<file path="src/rtl/uart_pkg.sv">
// uart_pkg: constants and state encoding shared by the UART receiver and transmitter.
package uart_pkg;

  // Oversampling ratio: s_tick pulses per bit period.
  localparam int OVERSAMPLE = 16;
  // Tick index of the start-bit centre.
  localparam int MID_TICK = 7;

  // Receiver FSM encoding (plain constants so legacy tools can consume them).
  typedef logic [2:0] uart_state_t;
  localparam uart_state_t ST_IDLE   = 3'd0;
  localparam uart_state_t ST_START  = 3'd1;
  localparam uart_state_t ST_DATA   = 3'd2;
  localparam uart_state_t ST_PARITY = 3'd3;
  localparam uart_state_t ST_STOP   = 3'd4;

endpackage

</file>
<file path="src/rtl/uart_sync2.sv">
// uart_sync2: two-flop synchronizer for an asynchronous single-bit input.
module uart_sync2 #(
  parameter logic RST_VAL = 1'b1
) (
  input  logic clk,
  input  logic rst,
  input  logic d,
  output logic q
);

  logic r_meta;
  logic r_sync;

  // Two-stage capture of the asynchronous input.
  // NOTE: non-blocking assignments make r_sync take the old r_meta, giving two real stages.
  always_ff @(posedge clk or posedge rst) begin
    if (rst) begin
      r_meta <= RST_VAL;
      r_sync <= RST_VAL;
    end else begin
      r_meta <= d;
      r_sync <= r_meta;
    end
  end

  assign q = r_sync;

endmodule

</file>
<file path="src/rtl/uart_rx.sv">
// uart_rx: 16x-oversampling UART receiver, LSB first, one done strobe per frame.
// Optional parity state compiled in with `define UART_RX_PARITY_EN.
module uart_rx
  import uart_pkg::*;
#(
  parameter int DATA_BITS  = 8,
  parameter int SB_TICK    = 16,
  parameter bit PARITY_ODD = 1'b0
) (
  input  logic                 clk,
  input  logic                 rst,
  input  logic                 rx,
  input  logic                 s_tick,
  output logic [DATA_BITS-1:0] rx_dout,
  output logic                 rx_done_tick,
  output logic                 frame_err,
  output logic                 parity_err
);

  // Tick counter is 4 bits for start/data, widened when the stop phase needs more.
  localparam int TW = ($clog2(SB_TICK) > 4) ? $clog2(SB_TICK) : 4;
  localparam int BW = $clog2(DATA_BITS);

  localparam logic [TW-1:0] C_MID_TICK  = TW'(MID_TICK);
  localparam logic [TW-1:0] C_LAST_TICK = TW'(OVERSAMPLE - 1);
  localparam logic [TW-1:0] C_STOP_TICK = TW'(SB_TICK - 1);
  localparam logic [BW-1:0] C_LAST_BIT  = BW'(DATA_BITS - 1);

  logic                 w_rx_s;
  uart_state_t          r_state;
  logic [TW-1:0]        r_tick;
  logic [BW-1:0]        r_bit;
  logic [DATA_BITS-1:0] r_shift;
  logic [DATA_BITS-1:0] r_dout;
  logic                 r_done;
  logic                 r_ferr;
`ifdef UART_RX_PARITY_EN
  logic                 r_par_bit;
  logic                 r_perr;
`endif

  uart_sync2 #(.RST_VAL(1'b1)) u_sync (
    .clk (clk),
    .rst (rst),
    .d   (rx),
    .q   (w_rx_s)
  );

  // Frame FSM: detects the start edge, samples each bit centre and publishes the word.
  always_ff @(posedge clk or posedge rst) begin
    if (rst) begin
      r_state   <= ST_IDLE;
      r_tick    <= '0;
      r_bit     <= '0;
      r_shift   <= '0;
      r_dout    <= '0;
      r_done    <= 1'b0;
      r_ferr    <= 1'b0;
`ifdef UART_RX_PARITY_EN
      r_par_bit <= 1'b0;
      r_perr    <= 1'b0;
`endif
    end else begin
      r_done <= 1'b0;
      case (r_state)
        ST_IDLE: begin
          // A falling edge is enough; s_tick is not needed to leave IDLE.
          if (!w_rx_s) begin
            r_state <= ST_START;
            r_tick  <= '0;
          end
        end
        ST_START: begin
          if (s_tick) begin
            if (r_tick == C_MID_TICK) begin
              if (!w_rx_s) begin
                r_state <= ST_DATA;
                r_tick  <= '0;
                r_bit   <= '0;
              end else begin
                // Line went high before the centre: a glitch, not a start bit.
                r_state <= ST_IDLE;
              end
            end else begin
              r_tick <= r_tick + 1'b1;
            end
          end
        end
        ST_DATA: begin
          if (s_tick) begin
            if (r_tick == C_LAST_TICK) begin
              r_tick  <= '0;
              r_shift <= {w_rx_s, r_shift[DATA_BITS-1:1]};
              if (r_bit == C_LAST_BIT) begin
`ifdef UART_RX_PARITY_EN
                r_state <= ST_PARITY;
`else
                r_state <= ST_STOP;
`endif
              end else begin
                r_bit <= r_bit + 1'b1;
              end
            end else begin
              r_tick <= r_tick + 1'b1;
            end
          end
        end
`ifdef UART_RX_PARITY_EN
        ST_PARITY: begin
          if (s_tick) begin
            if (r_tick == C_LAST_TICK) begin
              r_tick    <= '0;
              r_par_bit <= w_rx_s;
              r_state   <= ST_STOP;
            end else begin
              r_tick <= r_tick + 1'b1;
            end
          end
        end
`endif
        ST_STOP: begin
          if (s_tick) begin
            if (r_tick == C_STOP_TICK) begin
              // Frame is delivered even with a bad stop bit; the flag tells the consumer.
              r_dout  <= r_shift;
              r_ferr  <= ~w_rx_s;
              r_done  <= 1'b1;
`ifdef UART_RX_PARITY_EN
              r_perr  <= ((^r_shift) ^ r_par_bit) != PARITY_ODD;
`endif
              r_state <= ST_IDLE;
            end else begin
              r_tick <= r_tick + 1'b1;
            end
          end
        end
        default: r_state <= ST_IDLE;
      endcase
    end
  end

  assign rx_dout      = r_dout;
  assign rx_done_tick = r_done;
  assign frame_err    = r_ferr;
`ifdef UART_RX_PARITY_EN
  assign parity_err   = r_perr;
`else
  assign parity_err   = 1'b0;
`endif

endmodule

</file>
<file path="config.mk">
export PLATFORM = sky130hd
export DESIGN_NAME = uart_rx
export DESIGN_NICKNAME = d
export VERILOG_FILES = /design/src/rtl/uart_pkg.sv /design/src/rtl/uart_sync2.sv /design/src/rtl/uart_rx.sv
export SDC_FILE = /design/constraint.sdc
export NUM_CORES = 1
export LEC_CHECK = 0
export ABC_CLOCK_PERIOD_IN_PS = 3950
export CAP_MARGIN = 25
export CELL_PAD_IN_SITES_DETAIL_PLACEMENT = 1
export CELL_PAD_IN_SITES_GLOBAL_PLACEMENT = 1
export CORE_UTILIZATION = 48
export CTS_CLUSTER_SIZE = 40
export DETAILED_ROUTE_END_ITERATION = 8
export PLACE_DENSITY_LB_ADDON = 0.12
export REMOVE_ABC_BUFFERS = 1
export SYNTH_ARGS = -nofsm -noshare
export SYNTH_HDL_FRONTEND = slang
export SYNTH_SLANG_ARGS = --single-unit
</file>
<file path="constraint.sdc">
create_clock -name clk -period 3.95 [get_ports clk]
set_input_delay 0.5925 -clock clk [delete_from_list [all_inputs] [get_ports clk]]
set_output_delay 0.5925 -clock clk [all_outputs]
set_load 0.02 [all_outputs]
</file>
==> flow_summary.ini, run 1 <==
[worst_setup_path]
cpMaxStageDelayCell = nor3_2
rrSetupSlack_ps = 1680
max_stage_delay_ps = 700
critPathTopFamily = buffers and inverters
worstSetupPathType = input port to register
worstPathBufferInverterCount = 2
worstPathRequired_ps = 4180
r2r-end = rx_dout[6]
crit_arrival_ps = 2540
reg2reg_depth = 3
critical_path.reg2reg.startpoint = r_state[1]
cp-end-kind = register
crit_cells = 4
cp_max_fo = 11
cp_cell_sequence = clkdlybuf4s50_1 > inv_1 > nor3_2 > mux2_2
critPathLaunchType = input port

[sta]
finalMaxSlewViolations = 0
finalSetupViolCount = 0
hold_violations = 0
rsz0062_at_grt = no
holdWs_ps = 359
worst_pin_slew_ps = 786
fin_setup_tns_ps = 0
maxSlewHeadroom_pct = 47.3
min_period_over_period_pct = 58.5
period_minus_slack_ps = 2310
skew_ps = 12.4
fmax_ghz = 0.432

[logic_synthesis]
synthTopCellsByCount = dfrtp_1, mux2_2, nor2_1
synthTopCellsByArea = dfrtp_1, mux2_2, dfstp_2, ha_1, nor2_1
synth_top_area_cell = dfrtp_1
ys.flop_type = dfrtp_1
avgSynthCellArea_um2 = 11.6
yosys_warnings = 0
synth.most_common_cell = dfrtp_1
syn_inst = 126
synth_top_area_share_pct = 47.9
synth_area_um2 = 1460
synth.yosys.seq_area_share_pct = 51.5
ys_seq_elements = 30
synthArstFlopShare_pct = 100
synth_edf_count = 0
synth_cell_types = 38

[power]
worst_ir_drop_vdd_mv = 0.384
leakagePower_nw = 0.796
power_density_nw_per_um2 = 603

[outcome]
status = finished, violations left
violations = DRC

[global_routing]
grt_pass1_vias = 1073
grt_max_degree = 27
grtUsageTotal_pct = 21.7
antenna_found_initial = 0
grt_overflow = 0
grt_pass1_wl_um = 5170

[hold_path]
min-delay-start = u_sync.r_meta
hold_path_class = register to register
holdPathEnd = u_sync.q
min_path_cells = 0

[clock_network]
hold_buffers = 0
cts_tree = done
cts-root-buf = clkbuf_4
cts_buffer_depth = 2
cts_sinks = 30
cts_resized = 0
cts_htree_levels = 2
postCtsSetupBuffers = 0
worstSkewPairLatency_ps = 340
numCtsBuffers = 5
clk_pin_slew_ps = 100

[detailed_routing]
drt-initial-drc-count = 13
ant_nets = 0
vias_per_cell = 5.79
vias = 996
first_pass_iters = 8
drc = 1
wire_per_inst_um = 17.4
wl_um = 2990

[layout]
diodes = 0
syn2layout_area_growth_pct = 18.8
n_fill_cell = 298
nNetsFinal = 147
multi_input_area_um2 = 656
ff_latch_area_um2 = 753
drive_above_1_share_pct = 25.5

[die]
die_w_um = 57.2
die_y_um = 57.2
ioPinCount = 15
die_area_um2 = 3270
core_um2 = 2830
core.rowCount = 19
start_util_pct = 51.7

[place]
gp_congestion = 0.841
portBuffers = 13
hpwl_um = 2140

[run]
timing.max_cap.violations = 0
[where the power goes]
group          total [mW]  internal [mW]  switching [mW]
combinational       0.295          0.147           0.147
sequential          0.428          0.350          0.0781
clock               0.326          0.214           0.111
total                1.05          0.711           0.337
[state kept, by name, indices dropped and copies added (netlist names)]
name and count:
frame_err 1, r_tick 4, rx_dout 8, r_shift 8, u_sync.r_meta 1, r_state 3
r_bit 3, rx_done_tick 1, u_sync.q 1
[per-stage QoR]
| stage | total power, mW | util (%) | setup WS [ps] | area [µm²] | std cells |
|---|---|---|---|---|---|
| after floorplan | 0.648 | - | 1960 | 1430 | 119 |
| after global placement | 0.704 | 56.6 | 1370 | 1600 | 163 |
| after detailed placement | 0.730 | 57.5 | 1260 | 1630 | 164 |
| after CTS | 1.06 | 61.5 | 1620 | 1740 | 172 |
| after global routing | 1.11 | 61.5 | 1510 | 1740 | 172 |
| final | 1.05 | 61.5 | 1640 | 1740 | 172 |
[cell usage in the layout (no fill, tap or decap), types with 2 or more instances in the layout]
cell type        synthesis  routed
nor3_2                   2       2
ha_1                     3       3
a21oi_1                  6       6
mux2_2                  18      18
and2_1                   3       3
o21ai_0                  2       2
dfstp_2                  2       2
o22ai_1                  2       2
bufinv_16                0       2
clkbuf_4                 0       5
dfrtp_1                 28      28
clkdlybuf4s50_1          0      13
o221ai_1                 3       3
nor2_1                  10      10
nor2b_1                  3       3
nand3_1                  3       3
mux2i_1                  3       3
or3b_2                   2       2
inv_1                    6       6
nand2_1                  5       5
[layout make-up]
type                            count  share of cell area (%)
Timing Repair Buffer               14                    9.06
Clock buffer                        6                    2.95
Multi-Input combinational cell     83                    37.7
Sequential cell                    30                    43.3
Clock inverter                      2                    3.45
Inverter                            6                    1.29
Tap cell                           31                    2.23
[metal layers]
| layer | routed length (µm) | part of all wire [%] | GRT usage [%] | vias up |
|---|---|---|---|---|
| li1 | - | - | - | 477 |
| met1 | 1350 | 45 | 27.6 | 497 |
| met2 | 1480 | 49 | 34.3 | 16 |
| met3 | 105 | 3.5 | 6.80 | 6 |
| met4 | 56 | 1.9 | 9.41 | 0 |
| met5 | 0 | 0 | 0 | - |
[how the worst max path moves through the flow]
stage	slack, ps	to	from
finish	1640	rx_dout[6]	s_tick
floorplan	1960	r_bit[0]	r_state[1]
detailed placement	1260	rx_dout[4]	s_tick
CTS	1620	rx_dout[4]	s_tick
global route	1510	rx_dout[6]	s_tick
global placement	1370	rx_dout[2]	s_tick
[worst reg2reg max path: cells and delay by family (launching register included)]
kind / cells / cell delay [ps]
muxes: 1 / 420
and+or+nand+nor: 2 / 1210
DFF: 1 / 550
[cell families (layout without fill, tap and decap cells)]
group | Yosys count | count (layout) | synth area share [%]
multiplexers | 22 | 22 | 16.7
adder cells (fa/ha/maj) | 3 | 3 | 2.56
XOR/XNOR | 1 | 1 | 0.598
AND/OR/NAND/NOR | 34 | 34 | 13.8
AO/OA/AOI/OAI | 22 | 22 | 10.9
other | 1 | 1 | 0.256
buffers and inverters | 13 | 28 | 3.76
flip-flops | 30 | 30 | 51.5
(Power assumes the default switching activity.)
==> run 2: changes to the inputs <==
- ABC_CLOCK_PERIOD_IN_PS: 3950 -> 2000
- CORE_UTILIZATION: 48 -> 40
- clock period: 3.95 -> 2 ns (I/O delays scaled with it)
==> flow_summary.ini, run 2 (synthesis results as in run 1) <==
[detailed_routing]
wire_per_inst_um = 14.8
route.met3.wl_um = 81
drc = 0
dr.max_layer_used = met4
met1_length_um = 1300
vias = 1047
met2WireLength_um = 1530
wl_um = 2950
drt-initial-drc-count = 39
vias_per_cell = 5.26
first_pass_iters = 4
ant_nets = 0

[layout]
nNetsFinal = 160
n_fill_cell = 380
syn2layout_area_growth_pct = 24.6
diodes = 0
layout_common_cells = dfrtp_1, mux2_2, buf_4
layout_commonest_cell = dfrtp_1
drive_above_1_share_pct = 33.3

[global_routing]
grt_overflow = 0
grtUsageTotal_pct = 17.7
antenna_found_initial = 0
grt_pass1_vias = 1123
grt_max_degree = 31
grt_pass1_wl_um = 5290

[worst_setup_path]
r2r-end = r_tick[0]
worstPathRequired_ps = 2200
cpMaxStageDelayCell = or3b_2
cp_cell_sequence = or3b_2 > o21ba_2 > a2bb2oi_1 > mux2i_1
max_stage_delay_ps = 530
reg2reg_depth = 4
cp-end-kind = register
startpoint = r_state[2]
critPathTopFamily = compound AO/OA/AOI/OAI gates
worstPathBufferInverterCount = 0
rrSetupSlack_ps = 110
worstSetupPathType = register to register
crit_arrival_ps = 2100
cp_max_fo = 7
critical_path.reg2reg.startpoint = r_state[2]
critPathLaunchType = register

[die]
die_y_um = 62.5
core_um2 = 3420
die_w_um = 62.5
die_area_um2 = 3910
core.rowCount = 21
ioPinCount = 15
start_util_pct = 42.9

[place]
portBuffers = 13
gp_congestion = 0.758
hpwl_um = 2170

[sta]
hold_violations = 0
min_period_over_period_pct = 94.6
fmax_ghz = 0.529
rsz0062_at_grt = no
period_minus_slack_ps = 1890
fin_setup_tns_ps = 0
finalSetupViolCount = 0
holdWs_ps = 333
skew_ps = 4.88
finalMaxSlewViolations = 0

[clock_network]
cts_htree_levels = 2
numCtsBuffers = 5
cts_sinks = 30
cts_tree = done
postCtsSetupBuffers = 0
cts-root-buf = clkbuf_4
cts_buffer_depth = 2
clk_pin_slew_ps = 90
worstSkewPairLatency_ps = 320

[power]
power_density_nw_per_um2 = 1120
worst_ir_drop_vdd_mv = 0.542
p_clk_share_pct = 24.1
p_seq_share_pct = 38.8
power.switching_uw = 692
combPwrFrac_pct = 37.2
leakagePower_nw = 0.837
switching_share_pct = 33.7
intPower_mw = 1.36

[hold_path]
hold_path_class = input port to asynchronous set/reset pin

[outcome]
status = completed

[run]
timing.max_cap.violations = 0
## run 2: power by group through the flow
stage / Sequential [mW] / Combinational (mW) / Clock (mW)
2_1_floorplan: 0.810 / 0.469 / 0
3_3_place_gp: 0.796 / 0.680 / 0
3_5_place_dp: 0.803 / 0.725 / 0
4_1_cts: 0.791 / 0.728 / 0.508
5_1_grt: 0.815 / 0.853 / 0.539
6_report: 0.795 / 0.763 / 0.493
## run 2: timing repair
item / CTS / global route
setup endpoints to repair: 0 / 3
hold buffers: 0 / 0
resized for setup: 0 / 4
## run 2: stage by stage
| step | util, % | setup WS (ps) | power (mW) | std cells | cell area [µm²] |
|---|---|---|---|---|---|
| floorplan | - | 9.93 | 1.28 | 119 | 1430 |
| global placement | 50.5 | 123 | 1.48 | 192 | 1720 |
| detailed placement | 50.5 | 23.0 | 1.53 | 192 | 1720 |
| CTS | 52.9 | 14.8 | 2.03 | 199 | 1810 |
| global route | 53.4 | 2.12 | 2.21 | 199 | 1820 |
| finish | 53.4 | 109 | 2.05 | 199 | 1820 |
## run 2: worst register-to-register path: cells and delay by family (launching register included)
| family | cells | cell delay (ps) |
|---|---|---|
| compound gates | 2 | 670 |
| flops | 1 | 450 |
| mux | 1 | 120 |
| simple gates | 1 | 530 |
## run 2: area by class of cell
class | count | area (µm²) | share of cell area (%)
Inverter | 6 | 22.5 | 1.23
Sequential cell | 30 | 754 | 41.4
Clock buffer | 6 | 51.3 | 2.81
Clock inverter | 1 | 30.0 | 1.65
Timing Repair Buffer | 27 | 235 | 12.9
Tap cell | 46 | 57.6 | 3.16
Multi-Input combinational cell | 83 | 673 | 36.9
## run 2: metal layers
metal	track usage [%]	up-vias
li1	-	504
met1	21.5	525
met2	29.8	13
met3	5.47	5
met4	6.10	0
met5	0	-
## run 2: worst max-delay path by stage
stage / to / slack (ps) / cells past startpoint
2_1_floorplan: r_bit[0] / 10 / 4
3_3_place_gp: r_tick[2] / 120 / 6
3_5_place_dp: r_state[2] / 20 / 5
4_1_cts: r_state[1] / 10 / 5
5_1_grt: r_state[2] / 2 / 5
6_report: r_tick[0] / 110 / 4
==> run 3: changes to the inputs <==
- CTS_CLUSTER_DIAMETER: default -> 80
- SYNTH_HIERARCHICAL: default -> 1
==> flow_summary.ini, run 3 <==
[layout]
drive_above_1_share_pct = 16.9
n_fill_cell = 376
final_cells = 194
nNetsFinal = 154
layout_common_cells = dfrtp_1, clkdlybuf4s50_1, mux2_1
diodes = 0
syn2layout_area_growth_pct = 19.8
multi_input_area_um2 = 667
layout_commonest_cell = dfrtp_1
ff_latch_area_um2 = 753

[logic_synthesis]
synth.most_common_cell = dfrtp_1
synthTopCellsByArea = dfrtp_1, mux2_1, mux2_2, dfstp_2, ha_1
ys.flop_type = dfrtp_1
syn_inst = 129
synth_top_area_share_pct = 46.7
ys_seq_elements = 30
synth_top_area_cell = dfrtp_1
synthArstFlopShare_pct = 100
yosys_warnings = 6
avgSynthCellArea_um2 = 11.6
synth_area_um2 = 1500
synthTopCellsByCount = dfrtp_1, mux2_1, inv_1
synth_cell_types = 44
synth_edf_count = 0
synth.yosys.seq_area_share_pct = 50.3

[clock_network]
cts_buffer_depth = 2
numCtsBuffers = 5
worstSkewPairLatency_ps = 290
cts_sinks = 30
cts_htree_levels = 2
clk_pin_slew_ps = 60
hold_buffers = 0
cts-root-buf = clkbuf_8
postCtsSetupBuffers = 0
cts_resized = 0
cts_tree = done

[power]
power_density_nw_per_um2 = 1200
intPower_mw = 1.42
worst_ir_drop_vdd_mv = 0.477
switching_share_pct = 33.8
combPwrFrac_pct = 32.4
power.switching_uw = 726
p_clk_share_pct = 29.9
leakagePower_nw = 0.865
p_seq_share_pct = 37.7

[sta]
period_minus_slack_ps = 1830
finalSetupViolCount = 0
min_period_over_period_pct = 91.7
fin_setup_tns_ps = 0
finalMaxSlewViolations = 0
hold_violations = 0
fmax_ghz = 0.545
rsz0062_at_grt = no
holdWs_ps = 356
skew_ps = 9.12

[worst_setup_path]
max_stage_delay_ps = 550
cp_cell_sequence = or3b_1 > a2bb2oi_1 > o221ai_2 > mux2_1
cpMaxStageDelayCell = dfrtp_1
critPathLaunchType = register
worstPathRequired_ps = 2170
cp-end-kind = register
crit_arrival_ps = 2000
worstSetupPathType = register to register
cp_max_fo = 16

[outcome]
status = completed

[die]
core.rowCount = 21
die_area_um2 = 4000
start_util_pct = 43.2
core_um2 = 3470
die_w_um = 63.2
die_y_um = 63.2
ioPinCount = 15

[global_routing]
grt_pass1_wl_um = 5390
grt_max_degree = 29
antenna_found_initial = 0
grtUsageTotal_pct = 18.3
grt_pass1_vias = 1100
grt_overflow = 0

[place]
hpwl_um = 2170
dp.cells = 186
gp_congestion = 0.795
portBuffers = 13

[detailed_routing]
vias = 1053
vias_per_cell = 5.43
wl_um = 3060
drc = 0
ant_nets = 0
wire_per_inst_um = 15.8
drt-initial-drc-count = 39
first_pass_iters = 4

[hold_path]
hold_path_class = input port to asynchronous set/reset pin

[run]
timing.max_cap.violations = 0
-- run 3: worst max-delay path, delay by kind of cell (launching register included) --
kind | cells | cell delay, ps
DFF | 1 | 550
and+or+nand+nor | 1 | 530
muxes | 1 | 350
AOI/OAI and AO/OA | 2 | 290
-- run 3: final timing paths --
check	start	to	slack, ps	cells after the start
worst max-delay path	r_state[1]	r_state[1]	170	4
min in group clk	u_sync/r_meta	u_sync/q	360	0
worst min register to register	u_sync/r_meta	u_sync/q	360	0
worst max register to register	r_state[1]	r_state[1]	170	4
worst min-delay path	rst	u_sync/r_meta	360	2
max in group asynchronous	rst	r_state[1]	1330	3
-- run 3: cell families after synthesis --
family,Yosys count,share of synthesized area [%]
simple gates,29,10.6
buf+inv,16,5.26
mux,22,16.5
flops,30,50.3
other cells,1,0.250
xor+xnor,3,1.75
compound gates,25,12.9
fa+ha+maj,3,2.50
-- run 3: area by class of cell --
| type | instances | share of cell area (%) |
|---|---|---|
| clock buffer | 7 | 4.81 |
| clock inverter | 1 | 1.67 |
| inverter | 9 | 1.88 |
| multi-input combinational | 83 | 37.1 |
| sequential | 30 | 42.0 |
| tap | 46 | 3.21 |
| timing repair buffer | 18 | 9.34 |
-- run 3: routing by layer --
layer / part of all wire (%) / GRT usage [%] / vias to the layer above
li1: - / - / 490
met1: 46 / 23.1 / 538
met2: 48 / 28.4 / 17
met3: 3.4 / 5.98 / 8
met4: 2.2 / 8.52 / 0
met5: 0 / 0 / -
-- run 3: power groups by stage --
stage	sequential [mW]	combinational [mW]	clock [mW]
2_1_floorplan	0.795	0.522	0
3_3_place_gp	0.816	0.671	0
3_5_place_dp	0.820	0.694	0
4_1_cts	0.808	0.702	0.663
5_1_grt	0.828	0.786	0.682
6_report	0.810	0.695	0.641
-- run 3: metrics by stage --
step | instance area (µm²) | total power, mW | utilization [%] | worst slack (ps)
after detailed placement | 1680 | 1.51 | 48.4 | 146
after CTS | 1800 | 2.17 | 51.8 | 168
after global routing | 1800 | 2.30 | 51.8 | 45.0
after floorplan | 1450 | 1.32 | - | 292
final | 1800 | 2.15 | 51.8 | 166
after global placement | 1680 | 1.49 | 48.4 | 180
